### src/rtl/blackjack_table_fsm.sv
// rtl/blackjack_table_fsm.sv - blackjack round sequencer: deal, player turn, dealer draw, winner
//
// Purpose: consumes cards from a 1..10 card source over a req/valid handshake,
// deals two cards each to player and dealer, runs the player hit/stand turn and
// the dealer draw-to-threshold turn, then latches the round result.
//
// Ports:
//   clock    in   1  system clock
//   reset    in   1  synchronous, active-high
//   start    in   1  begin a new round (honoured only when not busy)
//   hit      in   1  player requests a card (honoured only in PTURN)
//   stand    in   1  player stands (honoured only in PTURN, beats hit)
//   card_in  in   5  card value from the source, legal 1..10
//   card_vld in   1  card_in is valid this cycle
//   card_req out  1  registered request for one card
//   phand    out  5  player hand sum
//   dhand    out  5  dealer hand sum
//   pcard    out  5  last card given to the player
//   dcard    out  5  last card given to the dealer
//   winner   out  2  00 in play, 01 player, 10 dealer, 11 push
//   busy     out  1  high outside IDLE and DONE

module blackjack_table_fsm #(
    parameter int DEALER_STAND = 17,
    parameter int BUST_LIMIT   = 21
) (
    input  logic       clock,
    input  logic       reset,
    input  logic       start,
    input  logic       hit,
    input  logic       stand,
    input  logic [4:0] card_in,
    input  logic       card_vld,
    output logic       card_req,
    output logic [4:0] phand,
    output logic [4:0] dhand,
    output logic [4:0] pcard,
    output logic [4:0] dcard,
    output logic [1:0] winner,
    output logic       busy
);

    localparam logic [4:0] STAND_V = 5'(DEALER_STAND);
    localparam logic [4:0] BUST_V  = 5'(BUST_LIMIT);

    localparam logic [1:0] WIN_NONE   = 2'b00;
    localparam logic [1:0] WIN_PLAYER = 2'b01;
    localparam logic [1:0] WIN_DEALER = 2'b10;
    localparam logic [1:0] WIN_PUSH   = 2'b11;

    typedef enum logic [3:0] {
        IDLE  = 4'd0,
        DP1   = 4'd1,
        DD1   = 4'd2,
        DP2   = 4'd3,
        DD2   = 4'd4,
        PTURN = 4'd5,
        PDRAW = 4'd6,
        DTURN = 4'd7,
        DDRAW = 4'd8,
        DONE  = 4'd9
    } state_t;

    state_t     state_q, state_d;
    logic       card_req_q, card_req_d;
    logic [4:0] phand_q, phand_d;
    logic [4:0] dhand_q, dhand_d;
    logic [4:0] pcard_q, pcard_d;
    logic [4:0] dcard_q, dcard_d;
    logic [1:0] winner_q, winner_d;

    logic       is_draw;
    logic       card_ok;
    logic       accept;
    logic [4:0] p_sum;
    logic [4:0] d_sum;

    // Sums never exceed 30 (hit allowed only up to 20, card max 10), so 5 bits hold them.
    assign p_sum   = phand_q + card_in;
    assign d_sum   = dhand_q + card_in;
    assign card_ok = (card_in >= 5'd1) && (card_in <= 5'd10);
    // Acceptance keys off the registered request, so a valid that arrives
    // while the request is still low (including the entry cycle) is dropped.
    assign accept  = card_req_q && card_vld && card_ok;

    always_comb begin
        is_draw = 1'b0;
        case (state_q)
            DP1, DD1, DP2, DD2, PDRAW, DDRAW: is_draw = 1'b1;
            default:                          is_draw = 1'b0;
        endcase
    end

    always_comb begin
        state_d    = state_q;
        phand_d    = phand_q;
        dhand_d    = dhand_q;
        pcard_d    = pcard_q;
        dcard_d    = dcard_q;
        winner_d   = winner_q;
        // Request rises the cycle after entering a draw state and falls on the accept edge.
        card_req_d = is_draw && !accept;

        case (state_q)
            IDLE, DONE: begin
                if (start) begin
                    phand_d  = 5'd0;
                    dhand_d  = 5'd0;
                    pcard_d  = 5'd0;
                    dcard_d  = 5'd0;
                    winner_d = WIN_NONE;
                    state_d  = DP1;
                end
            end
            DP1: begin
                if (accept) begin
                    phand_d = p_sum;
                    pcard_d = card_in;
                    state_d = DD1;
                end
            end
            DD1: begin
                if (accept) begin
                    dhand_d = d_sum;
                    dcard_d = card_in;
                    state_d = DP2;
                end
            end
            DP2: begin
                if (accept) begin
                    phand_d = p_sum;
                    pcard_d = card_in;
                    state_d = DD2;
                end
            end
            DD2: begin
                if (accept) begin
                    dhand_d = d_sum;
                    dcard_d = card_in;
                    state_d = PTURN;
                end
            end
            PTURN: begin
                // A hand of exactly 21 stands automatically; stand beats hit.
                if (phand_q == BUST_V) begin
                    state_d = DTURN;
                end else if (stand) begin
                    state_d = DTURN;
                end else if (hit) begin
                    state_d = PDRAW;
                end
            end
            PDRAW: begin
                if (accept) begin
                    phand_d = p_sum;
                    pcard_d = card_in;
                    if (p_sum > BUST_V) begin
                        winner_d = WIN_DEALER;
                        state_d  = DONE;
                    end else begin
                        state_d = PTURN;
                    end
                end
            end
            DTURN: begin
                if (dhand_q >= STAND_V) begin
                    state_d = DONE;
                    if (dhand_q > BUST_V) begin
                        winner_d = WIN_PLAYER;
                    end else if (phand_q > dhand_q) begin
                        winner_d = WIN_PLAYER;
                    end else if (phand_q < dhand_q) begin
                        winner_d = WIN_DEALER;
                    end else begin
                        winner_d = WIN_PUSH;
                    end
                end else begin
                    state_d = DDRAW;
                end
            end
            DDRAW: begin
                if (accept) begin
                    dhand_d = d_sum;
                    dcard_d = card_in;
                    state_d = DTURN;
                end
            end
            default: begin
                state_d    = IDLE;
                card_req_d = 1'b0;
            end
        endcase
    end

    always_ff @(posedge clock) begin
        if (reset) begin
            state_q    <= IDLE;
            card_req_q <= 1'b0;
            phand_q    <= 5'd0;
            dhand_q    <= 5'd0;
            pcard_q    <= 5'd0;
            dcard_q    <= 5'd0;
            winner_q   <= WIN_NONE;
        end else begin
            state_q    <= state_d;
            card_req_q <= card_req_d;
            phand_q    <= phand_d;
            dhand_q    <= dhand_d;
            pcard_q    <= pcard_d;
            dcard_q    <= dcard_d;
            winner_q   <= winner_d;
        end
    end

    assign card_req = card_req_q;
    assign phand    = phand_q;
    assign dhand    = dhand_q;
    assign pcard    = pcard_q;
    assign dcard    = dcard_q;
    assign winner   = winner_q;
    assign busy     = (state_q != IDLE) && (state_q != DONE);

endmodule

### config.mk
export PLATFORM = sky130hd
export DESIGN_NAME = blackjack_table_fsm
export DESIGN_NICKNAME = d
export VERILOG_FILES = /design/src/rtl/blackjack_table_fsm.sv
export SDC_FILE = /design/constraint.sdc
export NUM_CORES = 1
export LEC_CHECK = 0
export BUFFER_PORTS_ARGS = -buffer_cell sky130_fd_sc_hd__clkbuf_2
export CORE_UTILIZATION = 50
export DETAILED_ROUTE_END_ITERATION = 10
export GPL_ROUTABILITY_DRIVEN = 0
export PLACE_DENSITY = 0.83
export RECOVER_POWER = 50
export SLEW_MARGIN = 20
export SYNTH_ARGS = -nofsm -noshare
export SYNTH_HDL_FRONTEND = slang
export SYNTH_SLANG_ARGS = --single-unit
### constraint.sdc
create_clock -name clock -period 2.4 [get_ports clock]
set_input_delay 0.24 -clock clock [delete_from_list [all_inputs] [get_ports clock]]
set_output_delay 0.24 -clock clock [all_outputs]
set_load 0.02 [all_outputs]
Word level (Yosys, flattened, before mapping)
Cells that the tools add are included.
W data, S select, Z words.
{"block": "classes", "addsub": 2, "n_lt_le_gt_ge": 7, "n_eq_ne": 23, "mux": 30, "n_bitwise": 1, "n_reduce_logical": 21}
{"operator": "$mux W4", "count": 11}
{"operator": "$pmux W5 S2", "count": 4}
{"operator": "$pmux W4 S9", "count": 1}
{"operator": "$mux W5", "count": 4}
{"operator": "$ne A2 B2 Y1 const B", "count": 9}
{"operator": "$eq A4 B3 Y1 const B", "count": 4}
{"operator": "$mux W2", "count": 6}
{"operator": "$add A5 B5 Y5", "count": 2}
{"operator": "$gt A5 B5 Y1 const B", "count": 2}
{"operator": "$reduce_or A10 Y1", "count": 1}
{"operator": "$eq A4 B2 Y1 const B", "count": 2}
{"operator": "$eq A4 B4 Y1 const B", "count": 2}
{"operator": "$ne A4 B4 Y1 const B", "count": 2}
{"operator": "$reduce_and A8 Y1", "count": 1}
{"operator": "$pmux W2 S3", "count": 1}
{"operator": "$reduce_and A3 Y1", "count": 2}
{"operator": "$reduce_or A3 Y1", "count": 2}
{"operator": "$reduce_or A6 Y1", "count": 1}
{"operator": "$eq A5 B5 Y1 const B", "count": 1}
{"operator": "$ge A5 B1 Y1 const B", "count": 1}
{"operator": "$ge A5 B5 Y1 const B", "count": 1}
{"operator": "$gt A5 B5 Y1", "count": 1}
{"operator": "$le A5 B4 Y1 const B", "count": 1}
{"operator": "$logic_and A1 B1 Y1", "count": 5}
{"operator": "12 further kinds", "count": 17}
{"block": "totals", "ff_bits": 27, "in_bits": 11}

Depth between registers and ports, before layout
Gate-level depths: netlist (run 1).
{"block": "depth", "ltp_word": 6, "mapped_depth": 9}

Least setup slack after synthesis (run 1)
OpenSTA, ideal clock, no wires.
{"block": "synth_path", "kind": "flip-flop to flip-flop", "startpoint": "register phand_q[0] (netlist: phand[0])", "endpoint": "register winner_q[1] (netlist: winner[1])", "setup_time_ns": 0.095, "arrival_time_ns": 2.250, "t_required_ns": 2.305, "path_slack_ns": 0.054, "stages_incl_launch_ff": 10, "n_path_buf": 0, "path_cell_list": "dfxtp_1 -> ha_1 -> inv_1 -> fa_1 -> nand2b_1 -> a21oi_1 -> xnor2_1 -> nand3_1 -> a41o_1 -> a221oi_1"}
{"block": "synth_via", "elab_chain_len": 5, "elab_cells_between_ends": 9, "cone_classes": "add/sub: 1; order compare: 2; eq/ne: 1; mux: 4; reduce/logical: 1"}
{"element": "from (decl)", "line_no": "66", "source": "logic [4:0] phand_q, phand_d;"}
{"element": "from (signal assigned)", "line_no": "207", "source": "phand_q <= phand_d;"}
{"element": "branches (longest 5 deep; another with $add A5 B5 Y5)"}
{"element": "to (signal assigned)", "line_no": "211", "source": "winner_q <= winner_d;"}
{"element": "to (decl)", "line_no": "70", "source": "logic [1:0] winner_q, winner_d;"}
Several ways; the timed one is not identified. The select of a mux whose other input is x is not followed.
A chain may end at the register's enable or synchronous reset.

Worst setup path after layout (run 1)
{"block": "layout_path", "startpoint": "register phand_q[2] (netlist: phand[2])", "endpoint": "register winner_q[0] (netlist: winner[0])"}
{"block": "layout_via", "elab_chain_len": 6, "elab_cells_between_ends": 11, "cone_classes": "add/sub: 1; order compare: 3; eq/ne: 1; mux: 5; reduce/logical: 1"}
{"element": "branches (longest 6 deep; another with $add A5 B5 Y5)"}
Several ways; the timed one is not identified. The select of a mux whose other input is x is not followed.

==> metrics.yaml, run 1 <==
outcome: "finished, final reports clean"
slew_viol_final: 0
clock_path_buffers: 2
overflow: 0
path_cells: "ha_1 -> or2_2 -> o221ai_1 -> a311o_1 -> nand3_1 -> a41o_1 -> a31o_2"
cts_setup_buffers: 0
synth_top_area_share: 0.297
yosys_most_used_dff: "dfxtp_1"
drv_cap: 0
total_power_mw: 1.62
cts-root-buf: "clkbuf_4"
first_iter_violations: 90
p_int_uw: 898
rows: 21
crit_fanout: 5
maxSlewHeadroom: 0.634
start_util: 0.533
power_frac_seq: 0.357
dieArea_um2: 3890
synth_area_leaders: "dfxtp_1 30%, ha_1 8.9%, a21oi_1 8.2%, nand2_1 5.6%, nand3_1 5.2%"
fp.dieW_um: 62.4
yosys_register_bits: 27
layout-drive-gt1-share: 0.139
wl_per_cell_um: 14.4
critPathMaxStageDelay_ps: 450
finalClockSkew_ps: 4.96
crit_path_start: "phand[2]"
viasPerCell: 5.74
synth_fp_nets: 256
switchingPower_uw: 725
ys_types: 49
clkLatencyLatePin_ps: 320
wirelength_um: 4510
die_h_um: 62.4
required_ps: 2640
syn_inst: 230
worst_setup_path_start_kind: "flop"
layout_min_cycle_time_ps: 2270
grt_pass1_wl_um: 7490
cts.clk_slew.worst_paths_ps: 150
cp.arrival_ps: 2500
timing.rr.start: "phand[2]"
fin_nets: 293
final_util: 0.612
syn_area_um2: 1820
setup_violations: 0
final_common_cell: "a21oi_1"
n_antenna_cell: 0
clkSinkCount: 27
max-vdd-ir-drop_v: 0.000492
tritoncts: "yes"
core_um2: 3420
holdWs_ps: 230
min-delay-start: "card_in[1]"
critPathKind: "flop to flop"
power_frac_clock: 0.122
tns_ps: 0
dp_hpwl_um: 3360
power_density_nw_per_um2: 776
hp-class: "input port to flop"
synth_edf_count: 0
swShare: 0.447
antenna_found_initial: 0
worst_pin_slew_ps: 548
final_cell_mix: "30 x a21oi_1, 27 x nand2_1, 26 x dfxtp_1, 23 x clkbuf_1, 19 x nand3_1"
p_comb_frac: 0.521
ios: 35
yosysSeqAreaShare: 0.297
cts_buffers: 3
cp_slowest_cell: "dfxtp_1"
max_freq_ghz: 0.441
firstDrtPassIters: 4
grt_max_degree: 26
area_growth_syn_to_layout_pct: 14.8
drtAntennaViolNets: 0
cts-htree-levels: 1
hold_viol_final: 0
grt_usage: 0.238
port_buffers: 34
fill_cells: 337
power_leakage_nw: 0.814
yosys.area.top_type: "dfxtp_1"
async_flop_share: 0
crit_path_end_kind: "flop"
timing.final.crit_share: 0.944
avgSynthCellArea_um2: 7.92
path_buf_inv: 0
grt_pass1_vias: 1640
cp_top_family: "compound AO/OA/AOI/OAI gates"
drt_drc_violations_left: 0
ys_warn_count: 0
vias: 1790
## synthesized netlist by cell type, types with 6 or more instances
library cell  count
a21oi_1          30
dfxtp_1          27
nand2_1          27
nand3_1          19
inv_1            14
ha_1             13
nor2_1           10
clkbuf_1          9
xnor2_1           9
nand2b_1          8
a21o_1            6
o21ai_0           6
## metal layers
metal,up-vias,share of wire,wire length [um],track usage
met5,-,0,0,0
met4,0,0.019,86,0.105
met3,10,0.054,245,0.0239
met2,63,0.47,2140,0.385
met1,819,0.45,2040,0.320
li1,898,-,-,-
## area by class of cell
| cell class | count | area, um^2 | area share |
|---|---|---|---|
| Sequential cell | 27 | 542 | 0.259 |
| Clock buffer | 3 | 22.5 | 0.0108 |
| Multi-Input combinational cell | 177 | 1190 | 0.572 |
| Timing Repair Buffer | 44 | 216 | 0.104 |
| Clock inverter | 1 | 5.00 | 0.00239 |
| Tap cell | 46 | 57.6 | 0.0275 |
| Inverter | 14 | 52.6 | 0.0251 |
## sequential cells by signal (all words and copies together) (netlist names)
signal and flops:
winner 2, card_req 1, pcard 5, phand 5, state_q 4, dcard 5
dhand 5
## worst min-delay path, delay by kind of cell
kind / cells / cell delay (ps)
AO/OA/AOI/OAI: 1 / 60
AND/OR/NAND/NOR: 1 / 90
buffers and inverters: 1 / 140
## repair_timing
| item | CTS | global route |
|---|---|---|
| hold buffers | 0 | 0 |
| setup endpoints to repair | 0 | 1 |
| resized for setup | 0 | 4 |
## worst paths after layout
kind / to / slack (ps) / depth (start not counted)
setup / recovery: winner[0] / 130 / 7
hold / removal: dcard[1] / 230 / 3
setup reg to reg: winner[0] / 130 / 7
hold reg to reg: pcard[2] / 460 / 2
## power by group through the flow
stage | Sequential, mW | Combinational (mW) | Clock [mW]
final | 0.579 | 0.846 | 0.198
after global routing | 0.591 | 0.931 | 0.226
after CTS | 0.577 | 0.844 | 0.204
after detailed placement | 0.588 | 0.838 | 0
after global placement | 0.587 | 0.820 | 0
after floorplan | 0.589 | 0.593 | 0
## metrics by stage
stage | area, um^2 | worst slack [ps] | cells
2_1_floorplan | 1820 | 54.3 | 230
3_3_place_gp | 2080 | 148 | 308
3_5_place_dp | 2080 | 80.9 | 308
4_1_cts | 2100 | 91.4 | 312
5_1_grt | 2090 | -0.218 | 312
6_report | 2090 | 135 | 312
## cells by family (layout without fill, tap and decap cells)
group,after synthesis,count (layout),synth area share
buffers and inverters,26,62,0.0549
and+or+nand+nor,87,87,0.244
adders and majority gates,15,15,0.111
DFF,27,27,0.297
xor gates and xnor gates,10,10,0.0481
AOI/OAI and AO/OA,64,64,0.240
muxes,1,1,0.00549
Note: power is estimated with default switching activity, not from simulation.
==> run 2, diff against run 1 <==
Settings changed: RECOVER_POWER 50 to 100.
==> run 2 against run 1 <==
  * Combinational power decreased by 2%
  * Power decreased by 1.1%
  * Flip-flop and latch count unchanged
  * Utilization decreased by 0.48 points
  * Clock skew increased by 0.58 ps
  * First-iteration DRC count decreased by 3.3%
  * Register-to-register slack got worse by 30 ps
  * Setup slack got worse by 30 ps
==> metrics.yaml, run 2 (same netlist as run 1, synthesis figures left out) <==
power_leakage_nw: 0.803
final_util: 0.607
clkSinkCount: 27
fin_nets: 293
crit_path_end_kind: "flop"
seqCellArea_um2: 542
rsz0062_at_grt: "false"
fill_cells: 344
grt_max_degree: 26
die_h_um: 62.4
required_ps: 2640
first_iter_violations: 87
layout-drive-gt1-share: 0.124
max-vdd-ir-drop_v: 0.000477
cts_setup_buffers: 0
slew_viol_final: 0
start_util: 0.533
cts_buffers: 3
fin_area_um2: 2070
dp_hpwl_um: 3360
max_freq_ghz: 0.436
cts-htree-levels: 1
worst_setup_path_start_kind: "flop"
cp.arrival_ps: 2530
viasPerCell: 5.75
drv_cap: 0
critPathKind: "flop to flop"
clock_path_buffers: 2
hp-class: "input port to flop"
multi_input_area_um2: 1190
final_cell_mix: "30 x a21oi_1, 27 x nand2_1, 26 x dfxtp_1, 26 x clkbuf_1, 19 x nand3_1"
clkLatencyLatePin_ps: 320
power_density_nw_per_um2: 773
setup_violations: 0
drt_drc_violations_left: 0
outcome: "finished, final reports clean"
grt_usage: 0.238
layout_min_cycle_time_ps: 2300
crit_fanout: 5
worst_pin_slew_ps: 544
area_growth_syn_to_layout_pct: 13.9
tritoncts: "yes"
antenna_found_initial: 0
dieArea_um2: 3890
firstDrtPassIters: 4
core_um2: 3420
maxSlewHeadroom: 0.637
port_buffers: 34
drtAntennaViolNets: 0
final_common_cell: "a21oi_1"
placed_area_um2: 2080
cts-root-buf: "clkbuf_4"
rows: 21
ios: 35
grt_pass1_wl_um: 7490
n_antenna_cell: 0
wl_per_cell_um: 14.5
tns_ps: 0
timing.final.crit_share: 0.956
finalClockSkew_ps: 5.55
fp.dieW_um: 62.4
grt_pass1_vias: 1640
overflow: 0
vias: 1794
hold_viol_final: 0
wirelength_um: 4540
cts.clk_slew.worst_paths_ps: 150
## run 2: final timing paths
path	startpoint	depth (start not counted)	end	slack, ps
setup / recovery	phand[2]	7	winner[0]	100
hold / removal	card_in[1]	3	dcard[1]	230
setup reg to reg	phand[2]	7	winner[0]	100
hold reg to reg	pcard[2]	2	pcard[2]	460
## run 2: timing repair
action / in CTS / in global routing
hold buffers: 0 / 0
gates resized for setup: 0 / 4
setup endpoints to repair: 0 / 1
## run 2: area by class of cell
class,instances,share of cell area
Timing Repair Buffer,44,0.100
Clock inverter,1,0.00241
Tap cell,46,0.0277
Inverter,14,0.0253
Clock buffer,3,0.0109
Multi-Input combinational cell,177,0.572
Sequential cell,27,0.261
## run 2: power by group
group	switching [mW]	total [mW]	internal, mW	leakage (nW)
Clock	0.136	0.198	0.0625	0.0177
Combinational	0.510	0.827	0.317	0.566
Sequential	0.0778	0.580	0.502	0.219
## run 2: routing by layer
layer	wire length, um	track usage	share of wire
met5	0	0	0
met2	2230	0.385	0.49
met4	76	0.105	0.017
met1	2030	0.320	0.45
met3	200	0.0239	0.044
## run 2: through the flow
step           hold WS (ps)  std cells  worst slack [ps]  power, mW
4_1_cts                 224        312              91.4       1.62
2_1_floorplan           392        230              54.3       1.18
3_5_place_dp            448        308              80.9       1.43
3_3_place_gp            439        308               148       1.41
6_report                231        312               105       1.60
5_1_grt                 227        312            0.0231       1.73
## run 2: critical path, cell delays in order, from the launching register on
cell,delay (ps)
dfxtp_1,450
ha_1,330
or2_2,320
o221ai_1,210
a311o_1,230
nand3_1,120
a41o_1,290
a31o_2,240
